==> src/rtl/fifo_pack.sv <==
// ---------------------------------------------------------------------------
// fifo_pack
// Shared definitions for the FIFO read/write controllers.
//   ptr_w(depth) : width of a wrap-bit binary pointer for a RAM of 'depth'
//                  words ($clog2(depth) address bits plus one wrap bit).
//   rd_state_t   : read-side output-slot state (empty / holding a word).
// ---------------------------------------------------------------------------
package fifo_pack;

  function automatic int ptr_w(input int depth);
    return $clog2(depth) + 1;
  endfunction

  typedef enum logic {
    RD_IDLE = 1'b0,
    RD_HOLD = 1'b1
  } rd_state_t;

endpackage

==> src/rtl/generic_func_pack.sv <==
// ---------------------------------------------------------------------------
// generic_func_pack
// Small, design-independent helper functions shared across the codebase.
//   is_pow2(n) : 1 when n is a non-zero power of two.
// ---------------------------------------------------------------------------
package generic_func_pack;

  function automatic bit is_pow2(input int unsigned n);
    return (n != 0) && ((n & (n - 1)) == 0);
  endfunction

endpackage

==> src/rtl/fifo_ptr.sv <==
// ---------------------------------------------------------------------------
// fifo_ptr
// Wrap-bit binary pointer. The MSB is the wrap bit, the remaining bits are
// the RAM address. Increments roll over naturally at 2^PTR_W.
// Ports:
//   clk      in   clock, rising edge
//   rst_n    in   synchronous active-low reset (pointer -> 0)
//   inc      in   advance pointer by one
//   load     in   load load_val (wins over inc)
//   load_val in   value to load
//   ptr      out  current pointer value
// ---------------------------------------------------------------------------
module fifo_ptr #(
  parameter int PTR_W = 5
) (
  input  logic             clk,
  input  logic             rst_n,
  input  logic             inc,
  input  logic             load,
  input  logic [PTR_W-1:0] load_val,
  output logic [PTR_W-1:0] ptr
);

  always_ff @(posedge clk) begin
    if (!rst_n) begin
      ptr <= '0;
    end else if (load) begin
      ptr <= load_val;
    end else if (inc) begin
      ptr <= ptr + PTR_W'(1);
    end
  end

endmodule

==> src/rtl/fifo_rd_ctrl.sv <==
// ---------------------------------------------------------------------------
// fifo_rd_ctrl
// Read-side controller of the distributed-RAM FIFO. Addresses the RAM,
// captures its combinational read data into a registered output slot and
// presents it as a first-word-fall-through valid/ready stream. The output
// slot is one extra word of storage on top of the RAM.
// Optional feature macro: FIFO_RD_LEVEL_EN (adds the rd_level output).
// Ports:
//   clk      in   clock, rising edge
//   rst_n    in   synchronous active-low reset
//   flush    in   discard all unread data (RAM words and output slot)
//   wr_ptr   in   write pointer (binary, MSB = wrap bit)
//   rd_ptr   out  read pointer back to the write side
//   rd_addr  out  RAM read address (rd_ptr without wrap bit)
//   rd_data  in   combinational RAM read data at rd_addr
//   m_valid  out  output word valid
//   m_ready  in   downstream accept
//   m_data   out  output word (registered)
//   ptr_err  out  sticky: writer overran the reader
//   rd_level out  (FIFO_RD_LEVEL_EN only) words held incl. output slot
// ---------------------------------------------------------------------------
module fifo_rd_ctrl
  import generic_func_pack::*;
  import fifo_pack::*;
#(
  parameter int DATA_WIDTH = 32,
  parameter int MEM_DEPTH  = 16
) (
  input  logic                          clk,
  input  logic                          rst_n,
  input  logic                          flush,
  input  logic [ptr_w(MEM_DEPTH)-1:0]   wr_ptr,
  output logic [ptr_w(MEM_DEPTH)-1:0]   rd_ptr,
  output logic [$clog2(MEM_DEPTH)-1:0]  rd_addr,
  input  logic [DATA_WIDTH-1:0]         rd_data,
  output logic                          m_valid,
  input  logic                          m_ready,
  output logic [DATA_WIDTH-1:0]         m_data,
  output logic                          ptr_err
`ifdef FIFO_RD_LEVEL_EN
  ,
  output logic [ptr_w(MEM_DEPTH)-1:0]   rd_level
`endif
);

  localparam int AW = $clog2(MEM_DEPTH);
  localparam int PW = ptr_w(MEM_DEPTH);
  localparam logic [PW-1:0] DEPTH_P = PW'(MEM_DEPTH);

  if (!is_pow2(MEM_DEPTH)) begin : g_depth_chk
    $error("fifo_rd_ctrl: MEM_DEPTH=%0d is not a power of two", MEM_DEPTH);
    $fatal(1, "fifo_rd_ctrl: invalid MEM_DEPTH");
  end

  rd_state_t       state;
  rd_state_t       state_nxt;
  logic [PW-1:0]   avail;
  logic            ram_empty;
  logic            fetch;

  // Modulo arithmetic on the wrap-bit pointers gives the RAM occupancy
  // directly; equality including the MSB means empty.
  assign avail     = wr_ptr - rd_ptr;
  assign ram_empty = (avail == '0);

  // A word is pulled from the RAM whenever the slot is empty or is being
  // drained this cycle; flush suppresses it.
  assign fetch = !flush && !ram_empty && ((state == RD_IDLE) || m_ready);

  fifo_ptr #(
    .PTR_W (PW)
  ) u_rd_ptr (
    .clk      (clk),
    .rst_n    (rst_n),
    .inc      (fetch),
    .load     (flush),
    .load_val (wr_ptr),
    .ptr      (rd_ptr)
  );

  assign rd_addr = rd_ptr[AW-1:0];

  // State register
  always_ff @(posedge clk) begin
    if (!rst_n) begin
      state <= RD_IDLE;
    end else begin
      state <= state_nxt;
    end
  end

  // Next-state logic
  always_comb begin
    state_nxt = state;
    if (flush) begin
      state_nxt = RD_IDLE;
    end else if (fetch) begin
      state_nxt = RD_HOLD;
    end else if ((state == RD_HOLD) && m_ready) begin
      state_nxt = RD_IDLE;
    end
  end

  // Output logic
  always_comb begin
    m_valid = (state == RD_HOLD);
  end

  // RAM read -> output slot boundary. The slot only loads on fetch, so it is
  // stable while m_valid && !m_ready and keeps its old value after draining.
  always_ff @(posedge clk) begin
    if (!rst_n) begin
      m_data <= '0;
    end else if (fetch) begin
      m_data <= rd_data;
    end
  end

  // Overrun is sticky; flush deliberately leaves it alone.
  always_ff @(posedge clk) begin
    if (!rst_n) begin
      ptr_err <= 1'b0;
    end else if (avail > DEPTH_P) begin
      ptr_err <= 1'b1;
    end
  end

`ifdef FIFO_RD_LEVEL_EN
  localparam logic [PW:0] LVL_MAX = (PW+1)'(MEM_DEPTH + 1);
  logic [PW:0] level_sum;

  // One bit wider than the port so an overrun sum cannot wrap before it is
  // clamped.
  assign level_sum = {1'b0, avail} + {{PW{1'b0}}, m_valid};
  assign rd_level  = (ptr_err || (level_sum > LVL_MAX)) ? LVL_MAX[PW-1:0]
                                                      : level_sum[PW-1:0];
`endif

endmodule

==> config.mk <==
export PLATFORM = sky130hd
export DESIGN_NAME = fifo_rd_ctrl
export DESIGN_NICKNAME = d
export VERILOG_FILES = /design/src/rtl/fifo_pack.sv /design/src/rtl/generic_func_pack.sv /design/src/rtl/fifo_ptr.sv /design/src/rtl/fifo_rd_ctrl.sv
export SDC_FILE = /design/constraint.sdc
export NUM_CORES = 1
export LEC_CHECK = 0
export ABC_CLOCK_PERIOD_IN_PS = 2860
export CAP_MARGIN = 20
export CORE_ASPECT_RATIO = 1.75
export CORE_MARGIN = 3
export CORE_UTILIZATION = 41
export CTS_CLUSTER_DIAMETER = 150
export DETAILED_ROUTE_END_ITERATION = 12
export PLACE_DENSITY = 0.89
export SYNTH_ARGS = -nofsm -noshare
export SYNTH_HDL_FRONTEND = slang
export SYNTH_SLANG_ARGS = --single-unit
==> constraint.sdc <==
create_clock -name clk -period 2.86 [get_ports clk]
set_clock_uncertainty 0.05 [all_clocks]
set_input_delay 0.286 -clock clk [delete_from_list [all_inputs] [get_ports clk]]
set_output_delay 0.286 -clock clk [all_outputs]
set_load 0.05 [all_outputs]
==> results <==
## cell families (layout without fill, tap and decap cells)
logic type / count (synthesis) / count (layout) / share of synthesized area (%)
flip-flops: 39 / 39 / 42.0
adder cells (fa/ha/maj): 5 / 5 / 3.36
buffers and inverters: 28 / 105 / 8.00
XOR/XNOR: 3 / 3 / 1.41
AND/OR/NAND/NOR: 52 / 52 / 15.1
AO/OA/AOI/OAI: 87 / 87 / 30.2
## final timing paths
check | end | slack, ns | start | depth (start not counted)
max reg2reg | m_data[18]$_SDFFE_PN0P_ | 0.34 | u_rd_ptr.ptr[1]$_SDFFE_PN0P_ | 9
min reg2reg | m_data[17]$_SDFFE_PN0P_ | 0.42 | m_data[17]$_SDFFE_PN0P_ | 2
max | m_data[18]$_SDFFE_PN0P_ | 0.34 | u_rd_ptr.ptr[1]$_SDFFE_PN0P_ | 9
min | m_data[17]$_SDFFE_PN0P_ | 0.42 | m_data[17]$_SDFFE_PN0P_ | 2
## worst max-delay path, stage by stage (launching register included)
cell,delay (ns)
dfxtp_1,0.43
inv_1,0.07
ha_1,0.29
nor2b_1,0.15
o211a_1,0.21
or3_4,0.40
a211oi_4,0.26
buf_4,0.27
o21ai_0,0.12
a21boi_0,0.19
## state kept, by name, summed over array words and instances, names as in the netlist
register      cells
ptr_err           1
u_rd_ptr.ptr      5
m_data           32
m_valid           1
## power groups by stage
stage | logic [mW] | registers (mW) | clock network (mW)
floorplan | 0.156 | 0.748 | 0
global placement | 0.452 | 0.617 | 0
detailed placement | 0.463 | 0.619 | 0
CTS | 0.465 | 0.606 | 0.411
global route | 0.489 | 0.611 | 0.434
finish | 0.463 | 0.606 | 0.404
## metrics by stage
| step | setup slack (ns) | hold slack, ns | cells | util, % |
|---|---|---|---|---|
| after floorplan | 0.156 | 0.383 | 214 | - |
| after global placement | 0.150 | 0.409 | 331 | 63.0 |
| after detailed placement | 0.0993 | 0.414 | 332 | 63.4 |
| after CTS | 0.331 | 0.424 | 340 | 65.7 |
| after global routing | 0.138 | 0.441 | 340 | 65.7 |
| final | 0.336 | 0.422 | 340 | 65.7 |
## synth_stat cells
cell type  instances  area, um2
nand2b_1           2       12.5
buf_4              5       37.5
a31oi_1            4       25.0
and4_1             1       8.76
a211oi_2           1       12.5
o21ai_0           31        155
ha_1               5       62.6
buf_2              5       25.0
dfxtp_1           39        781
a21o_1             1       7.51
a21oi_1            2       10.0
or3_4              1       11.3
inv_1              5       18.8
o22ai_1            1       6.26
nand2_1            2       7.51
nor2b_1            2       12.5
nand3b_1           1       7.51
clkinv_1           1       3.75
o211ai_1           1       7.51
buf_6              1       11.3
clkbuf_1           8       30.0
xnor2_1            3       26.3
a21boi_1          12       90.1
buf_1              2       7.51
o21ai_1            7       35.0
o211a_1            2       20.0
buf_8              1       15.0
a211o_1            1       8.76
or2_2              1       6.26
nand4_1            2       12.5
o21ai_2            3       26.3
nor2_1             2       7.51
or3_1              3       18.8
nand3_1           35        175
a21boi_0          21        158
## metal layers
metal / wire [um] / global-route usage (%) / vias to the layer above
li1: - / - / 912
met1: 2040 / 22.4 / 896
met2: 3020 / 36.6 / 61
met3: 190 / 2.71 / 20
met4: 255 / 12.6 / 0
met5: 0 / 0 / -
## placed cells by master (no fill, tap or decap), types with 2 or more instances in the layout
master,Yosys,layout
a21boi_0,21,21
a21boi_1,12,12
a21oi_1,2,2
a31oi_1,4,4
buf_4,5,7
clkbuf_8,0,7
clkdlybuf4s50_1,0,83
dfxtp_1,39,39
ha_1,5,5
inv_1,5,5
nand2_1,2,2
nand2b_1,2,2
nand3_1,35,35
nand4_1,2,2
nor2b_1,2,2
o211a_1,2,2
o21ai_0,31,31
o21ai_1,7,7
o21ai_2,3,3
or3_1,3,3
xnor2_1,3,3
## area by class of cell
class                   instances  area [um2]
fillers                       361        1460
inverters                       6        22.5
multi-input cells             147         941
clock buffers                   8         100
repair buffers                 91         898
flip-flops and latches         39         781
well taps                      49        61.3
==> flow_metrics.tcl <==
set metrics [dict create \
    outcome "complete, no violations" \
    setup-tns-final_ns 0 \
    worstPathRequired_ns 3.01 \
    cts.sinks 39 \
    drt_first_iter_violations 46 \
    power_per_cell_area_nw_per_um2 525 \
    floorplan.rows 31 \
    hpwl_um 3980 \
    critical_path.endpoint_type "register" \
    grt_antenna_before_repair 0 \
    hold_path_class "register to register" \
    finalCritPeriodShare_pct 88.3 \
    area_growth_pct 50.7 \
    clock-root-buffer "clkbuf_8" \
    grt.overflow.total 0 \
    p_total_mw 1.47 \
    post_synth_num_cell_types 35 \
    post_route_cells_drive_above_1_share_pct 7.56 \
    cts-root-to-sink-buffers 2 \
    antenna_cells 0 \
    coreArea_um2 4270 \
    grt.total_usage_pct 20.5 \
    tritoncts_clock_tree "yes" \
    power.share.clock_pct 27.4 \
    clock.fmax_ghz 0.396 \
    hold_buffers 0 \
    grt_pass1_wl_um 8730 \
    netSwitchingPower_mw 0.486 \
    layout.cell_area.non_filler_um2 2800 \
    share_seq_of_total_power_pct 41.2 \
    io-pin-count 84 \
    wl_per_cell_um 16.2 \
    share_comb_of_total_power_pct 31.4 \
    setup-violations-final 0 \
    tightest_slew_ns 0.547 \
    min_period_ns 2.52 \
    maximum_number_of_pins_on_one_net_before_global_route_repair 42 \
    floorplan.die_area_um2 5410 \
    grt_setup_unrepaired "false" \
    seq_area_frac_synth_pct 42.0 \
    cts_repair_resize_count 0 \
    synth.net_count 260 \
    post_synth.cell_area_avg_um2 8.69 \
    swShare_pct 33.0 \
    drv_slew 0 \
    irDropWorstVdd_uv 472 \
    number_of_synthesized_register_bits 39 \
    layout.nets 336 \
    ant_nets 0 \
    wirelength_um 5510 \
    ys.warnings.count 0 \
    critPathLaunchType "register" \
    die_span_in_y_um 95.1 \
    synth_area_um2 1860 \
    critPathMaxFanout 21 \
    remaining_drc_errors 0 \
    number_of_post_cts_setup_repair_buffers 0 \
    drt_pre_antenna_iters 4 \
    worst-setup-path-type "register to register" \
    max-slew-margin-rel_pct 63.5 \
    dieWidth_um 56.9 \
    routed_via_density 5.56 \
    via_count 1889 \
    power_report.internal_total_mw 0.986 \
    clock_latency_at_the_later_pin_of_the_worst_skew_pair_ns 0.28 \
    worst_ep_arrival_time_ns 2.68 \
    numPortBuffers 83 \
    h_tree_levels 2 \
    dpl-instance-area_um2 2700 \
    path_clk_slew_ns 0.07 \
    first_global_vias 1850 \
    leakagePower_nw 1.03 \
    final-hold-violation-count 0 \
    cts_inserted_buffers 5 \
    initial_core_util_pct 43.6 \
    timing.max_cap.violations 0 \
    post_synthesis_cell_count 214 \
    gp_routability_congestion 0.875 \
]
Power figures use the tool's default switching activity.
